### src/rtl/tree_fanout_node.sv
// Interior node of the module-hierarchy tree: broadcasts one parent command to the
// enabled children, gathers one response from each, and returns a single reduced reply.
module tree_fanout_node #(
    parameter int FANOUT  = 10,
    parameter int DATA_W  = 16,
    parameter int SUM_W   = DATA_W + $clog2(FANOUT + 1),
    parameter int TIMEOUT = 255
) (
    input  logic                          clk,
    input  logic                          rst_n,
    input  logic [FANOUT-1:0]             child_en,
    input  logic                          up_req_valid,
    output logic                          up_req_ready,
    input  logic [DATA_W-1:0]             up_req_data,
    output logic [FANOUT-1:0]             dn_req_valid,
    input  logic [FANOUT-1:0]             dn_req_ready,
    output logic [DATA_W-1:0]             dn_req_data,
    input  logic [FANOUT-1:0]             dn_rsp_valid,
    output logic [FANOUT-1:0]             dn_rsp_ready,
    input  logic [FANOUT*DATA_W-1:0]      dn_rsp_data,
    output logic                          up_rsp_valid,
    input  logic                          up_rsp_ready,
    output logic [SUM_W-1:0]              up_rsp_sum,
    output logic [$clog2(FANOUT+1)-1:0]   up_rsp_cnt,
    output logic [FANOUT-1:0]             up_rsp_miss,
    output logic                          up_rsp_tmo
);

    localparam int CNT_W = $clog2(FANOUT + 1);
    // Timer only ever holds 0..TIMEOUT-1; the last value triggers the forced completion.
    localparam int TMR_W = (TIMEOUT < 2) ? 1 : $clog2(TIMEOUT);
    localparam logic [TMR_W-1:0] TMO_LAST = TMR_W'(TIMEOUT - 1);

    typedef enum logic [1:0] {IDLE, BCAST, GATHER, RESP} state_t;

    state_t             state_q, state_d;
    logic [FANOUT-1:0]  en_mask_q, en_mask_d;
    logic [FANOUT-1:0]  sent_q, sent_d;
    logic [FANOUT-1:0]  done_q, done_d;
    logic [SUM_W-1:0]   sum_q, sum_d;
    logic [CNT_W-1:0]   cnt_q, cnt_d;
    logic [TMR_W-1:0]   timer_q, timer_d;
    logic [DATA_W-1:0]  req_data_q, req_data_d;
    logic [SUM_W-1:0]   rsp_sum_q, rsp_sum_d;
    logic [CNT_W-1:0]   rsp_cnt_q, rsp_cnt_d;
    logic [FANOUT-1:0]  rsp_miss_q, rsp_miss_d;
    logic               rsp_tmo_q, rsp_tmo_d;
    logic [FANOUT-1:0]  req_acc, rsp_acc;

    function automatic logic [SUM_W-1:0] acc_sum(input logic [FANOUT-1:0] acc,
                                                 input logic [FANOUT*DATA_W-1:0] data);
        logic [SUM_W-1:0] s;
        s = '0;
        for (int i = 0; i < FANOUT; i++)
            if (acc[i]) s = s + SUM_W'(data[i*DATA_W +: DATA_W]);
        return s;
    endfunction

    function automatic logic [CNT_W-1:0] acc_count(input logic [FANOUT-1:0] acc);
        logic [CNT_W-1:0] c;
        c = '0;
        for (int i = 0; i < FANOUT; i++)
            if (acc[i]) c = c + CNT_W'(1);
        return c;
    endfunction

    // Response ready uses the registered sent mask, so a child's command and response never share a cycle.
    assign up_req_ready = rst_n & (state_q == IDLE);
    assign dn_req_valid = (state_q == BCAST) ? (en_mask_q & ~sent_q) : '0;
    assign dn_rsp_ready = ((state_q == BCAST) || (state_q == GATHER)) ? (en_mask_q & sent_q & ~done_q) : '0;
    assign dn_req_data  = req_data_q;
    assign req_acc      = dn_req_valid & dn_req_ready;
    assign rsp_acc      = dn_rsp_valid & dn_rsp_ready;
    assign up_rsp_valid = (state_q == RESP);
    assign up_rsp_sum   = rsp_sum_q;
    assign up_rsp_cnt   = rsp_cnt_q;
    assign up_rsp_miss  = rsp_miss_q;
    assign up_rsp_tmo   = rsp_tmo_q;

    always_comb begin
        state_d    = state_q;
        en_mask_d  = en_mask_q;
        sent_d     = sent_q;
        done_d     = done_q;
        sum_d      = sum_q;
        cnt_d      = cnt_q;
        timer_d    = timer_q;
        req_data_d = req_data_q;
        rsp_sum_d  = rsp_sum_q;
        rsp_cnt_d  = rsp_cnt_q;
        rsp_miss_d = rsp_miss_q;
        rsp_tmo_d  = rsp_tmo_q;
        unique case (state_q)
            IDLE: begin
                if (up_req_valid) begin
                    req_data_d = up_req_data;
                    en_mask_d  = child_en;
                    sent_d     = '0;
                    done_d     = '0;
                    sum_d      = '0;
                    cnt_d      = '0;
                    timer_d    = '0;
                    if (child_en == '0) begin
                        state_d    = RESP;
                        rsp_sum_d  = '0;
                        rsp_cnt_d  = '0;
                        rsp_miss_d = '0;
                        rsp_tmo_d  = 1'b0;
                    end else begin
                        state_d = BCAST;
                    end
                end
            end
            BCAST, GATHER: begin
                sent_d  = sent_q | req_acc;
                done_d  = done_q | rsp_acc;
                sum_d   = sum_q + acc_sum(rsp_acc, dn_rsp_data);
                cnt_d   = cnt_q + acc_count(rsp_acc);
                timer_d = timer_q + TMR_W'(1);
                // Completion wins over a timeout landing in the same cycle.
                if ((state_q == GATHER) && (done_d == en_mask_q)) begin
                    state_d    = RESP;
                    rsp_sum_d  = sum_d;
                    rsp_cnt_d  = cnt_d;
                    rsp_miss_d = '0;
                    rsp_tmo_d  = 1'b0;
                end else if (timer_q == TMO_LAST) begin
                    state_d    = RESP;
                    rsp_sum_d  = sum_d;
                    rsp_cnt_d  = cnt_d;
                    rsp_miss_d = en_mask_q & ~done_d;
                    rsp_tmo_d  = 1'b1;
                end else if ((state_q == BCAST) && ((sent_d & en_mask_q) == en_mask_q)) begin
                    state_d = GATHER;
                end
            end
            RESP: begin
                if (up_rsp_ready) state_d = IDLE;
            end
            default: state_d = IDLE;
        endcase
    end

    always_ff @(posedge clk or negedge rst_n) begin
        if (!rst_n) begin
            state_q    <= IDLE;
            en_mask_q  <= '0;
            sent_q     <= '0;
            done_q     <= '0;
            sum_q      <= '0;
            cnt_q      <= '0;
            timer_q    <= '0;
            req_data_q <= '0;
            rsp_sum_q  <= '0;
            rsp_cnt_q  <= '0;
            rsp_miss_q <= '0;
            rsp_tmo_q  <= 1'b0;
        end else begin
            state_q    <= state_d;
            en_mask_q  <= en_mask_d;
            sent_q     <= sent_d;
            done_q     <= done_d;
            sum_q      <= sum_d;
            cnt_q      <= cnt_d;
            timer_q    <= timer_d;
            req_data_q <= req_data_d;
            rsp_sum_q  <= rsp_sum_d;
            rsp_cnt_q  <= rsp_cnt_d;
            rsp_miss_q <= rsp_miss_d;
            rsp_tmo_q  <= rsp_tmo_d;
        end
    end

endmodule

### config.mk
export PLATFORM = sky130hd
export DESIGN_NAME = tree_fanout_node
export DESIGN_NICKNAME = d
export VERILOG_FILES = /design/src/rtl/tree_fanout_node.sv
export SDC_FILE = /design/constraint.sdc
export NUM_CORES = 1
export LEC_CHECK = 0
export BUFFER_PORTS_ARGS = -buffer_cell sky130_fd_sc_hd__buf_2
export CAP_MARGIN = 25
export CORE_MARGIN = 2
export CORE_UTILIZATION = 50
export CTS_BUF_LIST = sky130_fd_sc_hd__clkbuf_4 sky130_fd_sc_hd__clkbuf_8
export CTS_CLUSTER_SIZE = 24
export DETAILED_ROUTE_END_ITERATION = 10
export GPL_TIMING_DRIVEN = 0
export PLACE_DENSITY = 0.72
export SLEW_MARGIN = 20
export SYNTH_ARGS = -nofsm -noshare
export SYNTH_HDL_FRONTEND = slang
export SYNTH_SLANG_ARGS = --single-unit
### constraint.sdc
create_clock -name clk -period 39.7 [get_ports clk]
set_clock_uncertainty 0.15 [all_clocks]
set_input_delay 7.94 -clock clk [delete_from_list [all_inputs] [get_ports clk]]
set_output_delay 7.94 -clock clk [all_outputs]
set_load 0.01 [all_outputs]
==> impl_metrics.py, run 1 <==
metrics = {
    "status": {
        "status": "completed",
    },
    "floorplan": {
        "core_area_sq_mm": 0.0315,
        "row_count": 65,
        "chipHeight_microns": 182,
        "start_util_pct": 50.6,
        "die_w_microns": 182,
        "io_pins": 283,
        "die_area_sq_mm": 0.0333,
    },
    "sta": {
        "min_period_ns": 24.07,
        "finalCritPeriodShare_pct": 60.6,
        "hold_viol": 0,
        "finalSetupViolCount": 0,
        "rsz0062_at_grt": "no",
        "tightest_slew_ns": 0.903,
        "fin_setup_tns_ns": 0,
        "fmax_mhz": 41.5,
        "final_max_slew_viol_count": 0,
        "slew-limit-headroom_pct": 39.3,
    },
    "critical_path": {
        "slowest_delay_ns": 0.66,
        "critPathMaxFanout": 10,
        "cp-end-kind": "flip-flop",
        "crit_arrival_ns": 24.23,
        "worstPathBufferInverterCount": 3,
        "critPathKind": "in -> reg",
        "reg2reg_depth": 75,
        "required_ns": 39.87,
        "critPathTopFamily": "compound AO/OA/AOI/OAI gates",
        "slowest_stage": "a2111oi_0",
        "cpMostUsedCell": "ha_1",
        "cp_num_cells": 72,
        "startpoint_type": "primary input",
    },
    "route": {
        "viasPerCell": 6.03,
        "dr_wl_met3_microns": 3080,
        "drtPass1Iterations": 8,
        "num_vias": 16500,
        "dr.max_layer_used": "met4",
        "routedWlPerCell_microns": 18.0,
        "wirelength_microns": 49400,
        "wl_met1_microns": 22100,
        "drc": 0,
        "drtAntennaViolNets": 0,
        "drt_iter0_markers": 1214,
        "wl_met2_microns": 22600,
    },
    "global_routing": {
        "grt_pass1_vias": 15700,
        "antenna_found_initial": 2,
        "grt_pass1_wl_microns": 78900,
        "grt_max_degree": 81,
        "overflow": 0,
        "grt_usage_pct": 29.3,
    },
    "finish": {
        "final_net_count": 2740,
        "num-fill-cells": 2948,
        "fin_area_sq_mm": 0.0183,
        "drive_gt1_share_pct": 17.9,
        "area_delta_synth_final_pct": 14.8,
    },
    "clock_network": {
        "post_cts_buffers": 0,
        "cts.repair.resized": 0,
        "clkSlewWorstSetupHoldPaths_ns": 0.07,
        "cts.sinks": 115,
        "cts_hold_buf": 0,
        "clockBufferDepth": 2,
        "clockRootBuffer": "clkbuf_8",
        "cts.htree.levels": 4,
        "clk-insertion-delay-late_ns": 0.45,
        "cts_made_buffers": 17,
        "tritoncts": "done",
    },
    "synthesis": {
        "synth_edf_count": 0,
        "synthCells": 2024,
        "synth_warnings": 0,
        "ys_types": 95,
        "syn-num-nets": 2439,
        "syn_area_sq_mm": 0.0159,
        "seq_area_frac_synth_pct": 18.1,
        "async_reset_ff_share_pct": 100,
        "avgSynthCellArea_sq_um": 7.86,
        "ys.flop_type": "dfrtp_1",
        "synth_seq_cells": 115,
    },
    "power_and_ir_drop": {
        "p_sw_uw": 506,
        "pwr-share-seq_pct": 18.5,
        "ir_worst_vdd_uv": 54.4,
        "swShare_pct": 49.6,
        "finalPower_mw": 1.02,
        "power_frac_comb_pct": 70.2,
        "intPower_uw": 514,
        "power.density_mw_per_mm2": 55.8,
        "clockPowerShare_pct": 11.3,
        "leakagePower_nw": 9.09,
    },
    "placed_design": {
        "post-dp-hpwl_microns": 40800,
        "placed_area_sq_mm": 0.0179,
        "gp_congestion": 0.943,
        "portBuffers": 281,
    },
    "worst_hold_path": {
        "hold_path_class": "reg -> reg",
        "min_path_cells": 2,
    },
    "flow_run": {
        "cap_viol_max_count": 0,
    },
}
worst min-delay path, stage by stage, from the launching register on:
cell	delay (ns)
dfrtp_1	0.34
nand2_1	0.04
o21ai_0	0.06
placed cells by master, fill, tap and decap left out, drive strengths merged, types with 32 or more instances in the layout:
master / instances
a21o: 53
a21oi: 139
and3: 32
buf: 293
clkbuf: 79
dfrtp: 115
ha: 194
inv: 89
mux2: 55
nand2: 229
nand3: 50
nor2: 155
nor3: 44
o21a: 46
o21ai: 177
xnor2: 103
xor2: 42
area by class of cell:
cell class,instances,area [sq um],share of cell area [%]
repair buffers,282,1440,7.88
diodes,2,5.00,0.0274
flip-flops and latches,115,2880,15.7
inverters,88,330,1.81
clock buffers,19,255,1.40
plain buffers,71,299,1.64
clock inverters,13,159,0.870
multi-input cells,1750,12400,67.9
well taps,402,503,2.75
cells by family after synthesis:
group / count (synthesis) / synth area share [%]
compound gates: 623 / 25.6
fa+ha+maj: 208 / 16.8
buf+inv: 159 / 3.96
simple gates: 700 / 21.8
flops: 115 / 18.1
xor+xnor: 148 / 8.78
mux: 71 / 4.90
sequential cells by signal, summed over array words and instances (netlist names):
signal / flops
cnt_q: 4
dn_req_data: 16
done_q: 10
en_mask_q: 10
sent_q: 10
state_q: 2
sum_q: 20
timer_q: 8
up_rsp_cnt: 4
up_rsp_miss: 10
up_rsp_sum: 20
up_rsp_tmo: 1
power groups by stage:
| stage | registers (mW) | clock network [mW] | logic (mW) |
|---|---|---|---|
| finish | 0.188 | 0.115 | 0.716 |
| global route | 0.193 | 0.122 | 0.800 |
| CTS | 0.187 | 0.117 | 0.709 |
| detailed placement | 0.189 | 0 | 0.703 |
| global placement | 0.187 | 0 | 0.683 |
| floorplan | 0.190 | 0 | 0.507 |
synthesized netlist by cell type, drive strengths merged (6+ instances only):
cell	n	share of area (%)
a2111oi	6	0.45
a211o	11	0.62
a211oi	24	1.1
a21boi	12	0.57
a21o	53	2.5
a21oi	139	4.4
a22o	8	0.44
a31oi	28	1.1
and2	29	1.1
and3	32	1.3
and3b	7	0.39
and4b	11	0.72
buf	11	0.46
clkbuf	60	1.4
dfrtp	115	18
fa	11	1.4
ha	194	15
inv	88	2.1
mux2	55	3.9
mux2i	16	1.0
nand2	229	5.5
nand2b	18	0.71
nand3	50	1.7
nand4	14	0.55
nor2	155	3.7
nor2b	29	1.1
nor3	44	1.5
nor3b	19	0.90
nor4	14	0.55
o211ai	11	0.55
o21a	46	2.2
o21ai	177	5.6
o21bai	9	0.42
o311a	7	0.44
o31a	9	0.50
o31ai	21	1.1
or2	9	0.35
or3	24	0.94
xnor2	103	6.0
xor2	42	2.3
final timing paths:
kind                                 start              to  slack [ns]
min in group asynchronous            rst_n   up_rsp_sum[8]        7.24
max                        dn_rsp_valid[0]  up_rsp_sum[19]       15.63
min                          up_rsp_sum[3]   up_rsp_sum[3]        0.33
max in group asynchronous            rst_n  dn_req_data[4]       31.43
min reg2reg                  up_rsp_sum[3]   up_rsp_sum[3]        0.33
max reg2reg                     state_q[1]  up_rsp_sum[19]       21.89
per-layer routing:
layer / global-route usage [%] / up-vias
li1: - / 8022
met1: 39.1 / 7805
met2: 49.0 / 602
met3: 3.55 / 95
met4: 10.5 / 0
met5: 0 / -
through the flow:
stage / utilization (%) / hold WS (ns) / instances / setup WS, ns
2_1_floorplan: - / 0.305 / 2024 / 17.66
3_3_place_gp: 56.6 / 0.312 / 2707 / 15.77
4_1_cts: 58.0 / 0.331 / 2740 / 15.93
5_1_grt: 58.1 / 0.359 / 2742 / 14.66
6_report: 58.1 / 0.325 / 2742 / 15.63
3_5_place_dp: 56.7 / 0.316 / 2708 / 15.56
(Power assumes the default switching activity.)
==> run 2, diff against run 1 <==
Settings changed: PLACE_DENSITY 0.72 to 0.74.
Clock period 39.7 ns to 20.6 ns, I/O delays scaled along.
==> run 2 against run 1 <==
Against the previous run: combinational power is 91% higher; cell count hardly changed; sequential cell count stayed put; cell area hardly changed; sequential power is 93% higher; critical path depth is 1 higher; sequential share of layout area hardly changed; clock power is 89% higher; global-route usage is 0.98 points lower; core utilization hardly changed; critical endpoint unchanged.
==> impl_metrics.py, run 2 (synthesis results as in run 1) <==
metrics = {
    "clock_network": {
        "post_cts_buffers": 0,
        "cts.sinks": 115,
        "clockBufferDepth": 2,
        "cts.repair.resized": 0,
        "clockRootBuffer": "clkbuf_8",
        "cts.htree.levels": 4,
        "clkSlewWorstSetupHoldPaths_ns": 0.08,
        "cts_hold_buf": 0,
        "tritoncts": "done",
        "cts_made_buffers": 17,
        "clk-insertion-delay-late_ns": 0.44,
    },
    "critical_path": {
        "startpoint_type": "primary input",
        "cp-end-kind": "flip-flop",
        "critPathMaxFanout": 10,
        "crit_arrival_ns": 19.86,
        "cpMostUsedCell": "ha_1",
        "required_ns": 20.76,
        "critPathKind": "in -> reg",
        "slowest_delay_ns": 0.47,
        "slowest_stage": "fa_1",
    },
    "flow_run": {
        "cap_viol_max_count": 0,
    },
    "sta": {
        "min_period_ns": 19.70,
        "finalCritPeriodShare_pct": 95.6,
        "slew-limit-headroom_pct": 40.7,
        "final_max_slew_viol_count": 0,
        "tightest_slew_ns": 0.881,
        "fin_setup_tns_ns": 0,
        "hold_viol": 0,
        "finalSetupViolCount": 0,
        "rsz0062_at_grt": "no",
        "fmax_mhz": 50.8,
    },
    "route": {
        "wirelength_microns": 48500,
        "routedWlPerCell_microns": 17.7,
        "drt_iter0_markers": 1277,
        "num_vias": 16300,
        "drtAntennaViolNets": 0,
        "viasPerCell": 5.95,
        "drtPass1Iterations": 5,
        "drc": 0,
    },
    "global_routing": {
        "grt_max_degree": 82,
        "grt_pass1_wl_microns": 76600,
        "grt_usage_pct": 28.3,
        "antenna_found_initial": 2,
        "overflow": 0,
        "grt_pass1_vias": 15300,
    },
    "power_and_ir_drop": {
        "swShare_pct": 49.9,
        "power_frac_comb_pct": 70.4,
        "leakagePower_nw": 9.10,
        "intPower_uw": 978,
        "ir_worst_vdd_uv": 85.7,
        "clockPowerShare_pct": 11.1,
        "power.density_mw_per_mm2": 107,
        "pwr-share-seq_pct": 18.6,
        "p_sw_uw": 975,
    },
    "floorplan": {
        "io_pins": 283,
        "chipHeight_microns": 182,
        "row_count": 65,
        "core_area_sq_mm": 0.0315,
        "die_w_microns": 182,
        "die_area_sq_mm": 0.0333,
        "start_util_pct": 50.6,
    },
    "placed_design": {
        "gp_congestion": 0.932,
        "post-dp-hpwl_microns": 40100,
        "place_inst": 2708,
        "portBuffers": 281,
    },
    "status": {
        "status": "completed",
    },
    "finish": {
        "layout_common_cells": "282 x buf_2, 227 x nand2_1, 194 x ha_1",
        "final_net_count": 2740,
        "stdcell_count": 2743,
        "post-route-util_pct": 58.1,
        "final_common_cell": "buf_2",
        "drive_gt1_share_pct": 18.0,
        "area_delta_synth_final_pct": 14.9,
    },
    "worst_hold_path": {
        "hold_path_class": "reg -> reg",
    },
}
[run 2: final timing paths]
check / from / to / slack (ns) / cells past startpoint
min: up_rsp_sum[2] / up_rsp_sum[2] / 0.33 / 2
max in group asynchronous: rst_n / done_q[2] / 16.16 / 2
max reg2reg: state_q[0] / up_rsp_sum[19] / 3.35 / 76
min reg2reg: up_rsp_sum[2] / up_rsp_sum[2] / 0.33 / 2
min in group asynchronous: rst_n / up_rsp_sum[5] / 3.41 / 1
max: dn_rsp_valid[0] / up_rsp_sum[19] / 0.90 / 73
[run 2: per-layer routing]
metal / share of wire (%) / up-vias / global-route usage [%]
met2: 46 / 577 / 47.5
met5: 0 / - / 0
met4: 2.5 / 0 / 8.10
li1: - / 8018 / -
met1: 45 / 7642 / 38.7
met3: 6.5 / 77 / 3.19
[run 2: through the flow]
| step | power (mW) | worst slack, ns | hold WS [ns] | area [sq um] |
|---|---|---|---|---|
| global route | 2.12 | 0.0124 | 0.361 | 18300 |
| floorplan | 1.34 | 2.38 | 0.305 | 15900 |
| finish | 1.95 | 0.903 | 0.331 | 18300 |
| detailed placement | 1.71 | 0.281 | 0.319 | 17900 |
| CTS | 1.94 | 0.687 | 0.342 | 18300 |
| global placement | 1.68 | 0.505 | 0.313 | 17800 |
[run 2: layout make-up]
class	instances	area (sq um)
fillers	2884	13200
flip-flops and latches	115	2880
plain buffers	71	299
well taps	402	503
clock inverters	15	170
repair buffers	282	1440
inverters	88	330
multi-input cells	1750	12400
clock buffers	17	234
diodes	3	7.51
[run 2: worst max-delay path: cells and delay by family]
family,cells,cell delay (ns)
adders and majority gates,13,4.32
AOI/OAI and AO/OA,27,5.43
buffers and inverters,3,0.45
muxes,4,1.04
and+or+nand+nor,20,3.39
xor gates and xnor gates,6,1.08
[run 2: power groups by stage]
| stage | Clock (mW) | Sequential [mW] | Combinational [mW] |
|---|---|---|---|
| 4_1_cts | 0.220 | 0.361 | 1.36 |
| 6_report | 0.217 | 0.362 | 1.37 |
| 2_1_floorplan | 0 | 0.367 | 0.977 |
| 3_5_place_dp | 0 | 0.364 | 1.35 |
| 5_1_grt | 0.229 | 0.371 | 1.52 |
| 3_3_place_gp | 0 | 0.361 | 1.32 |
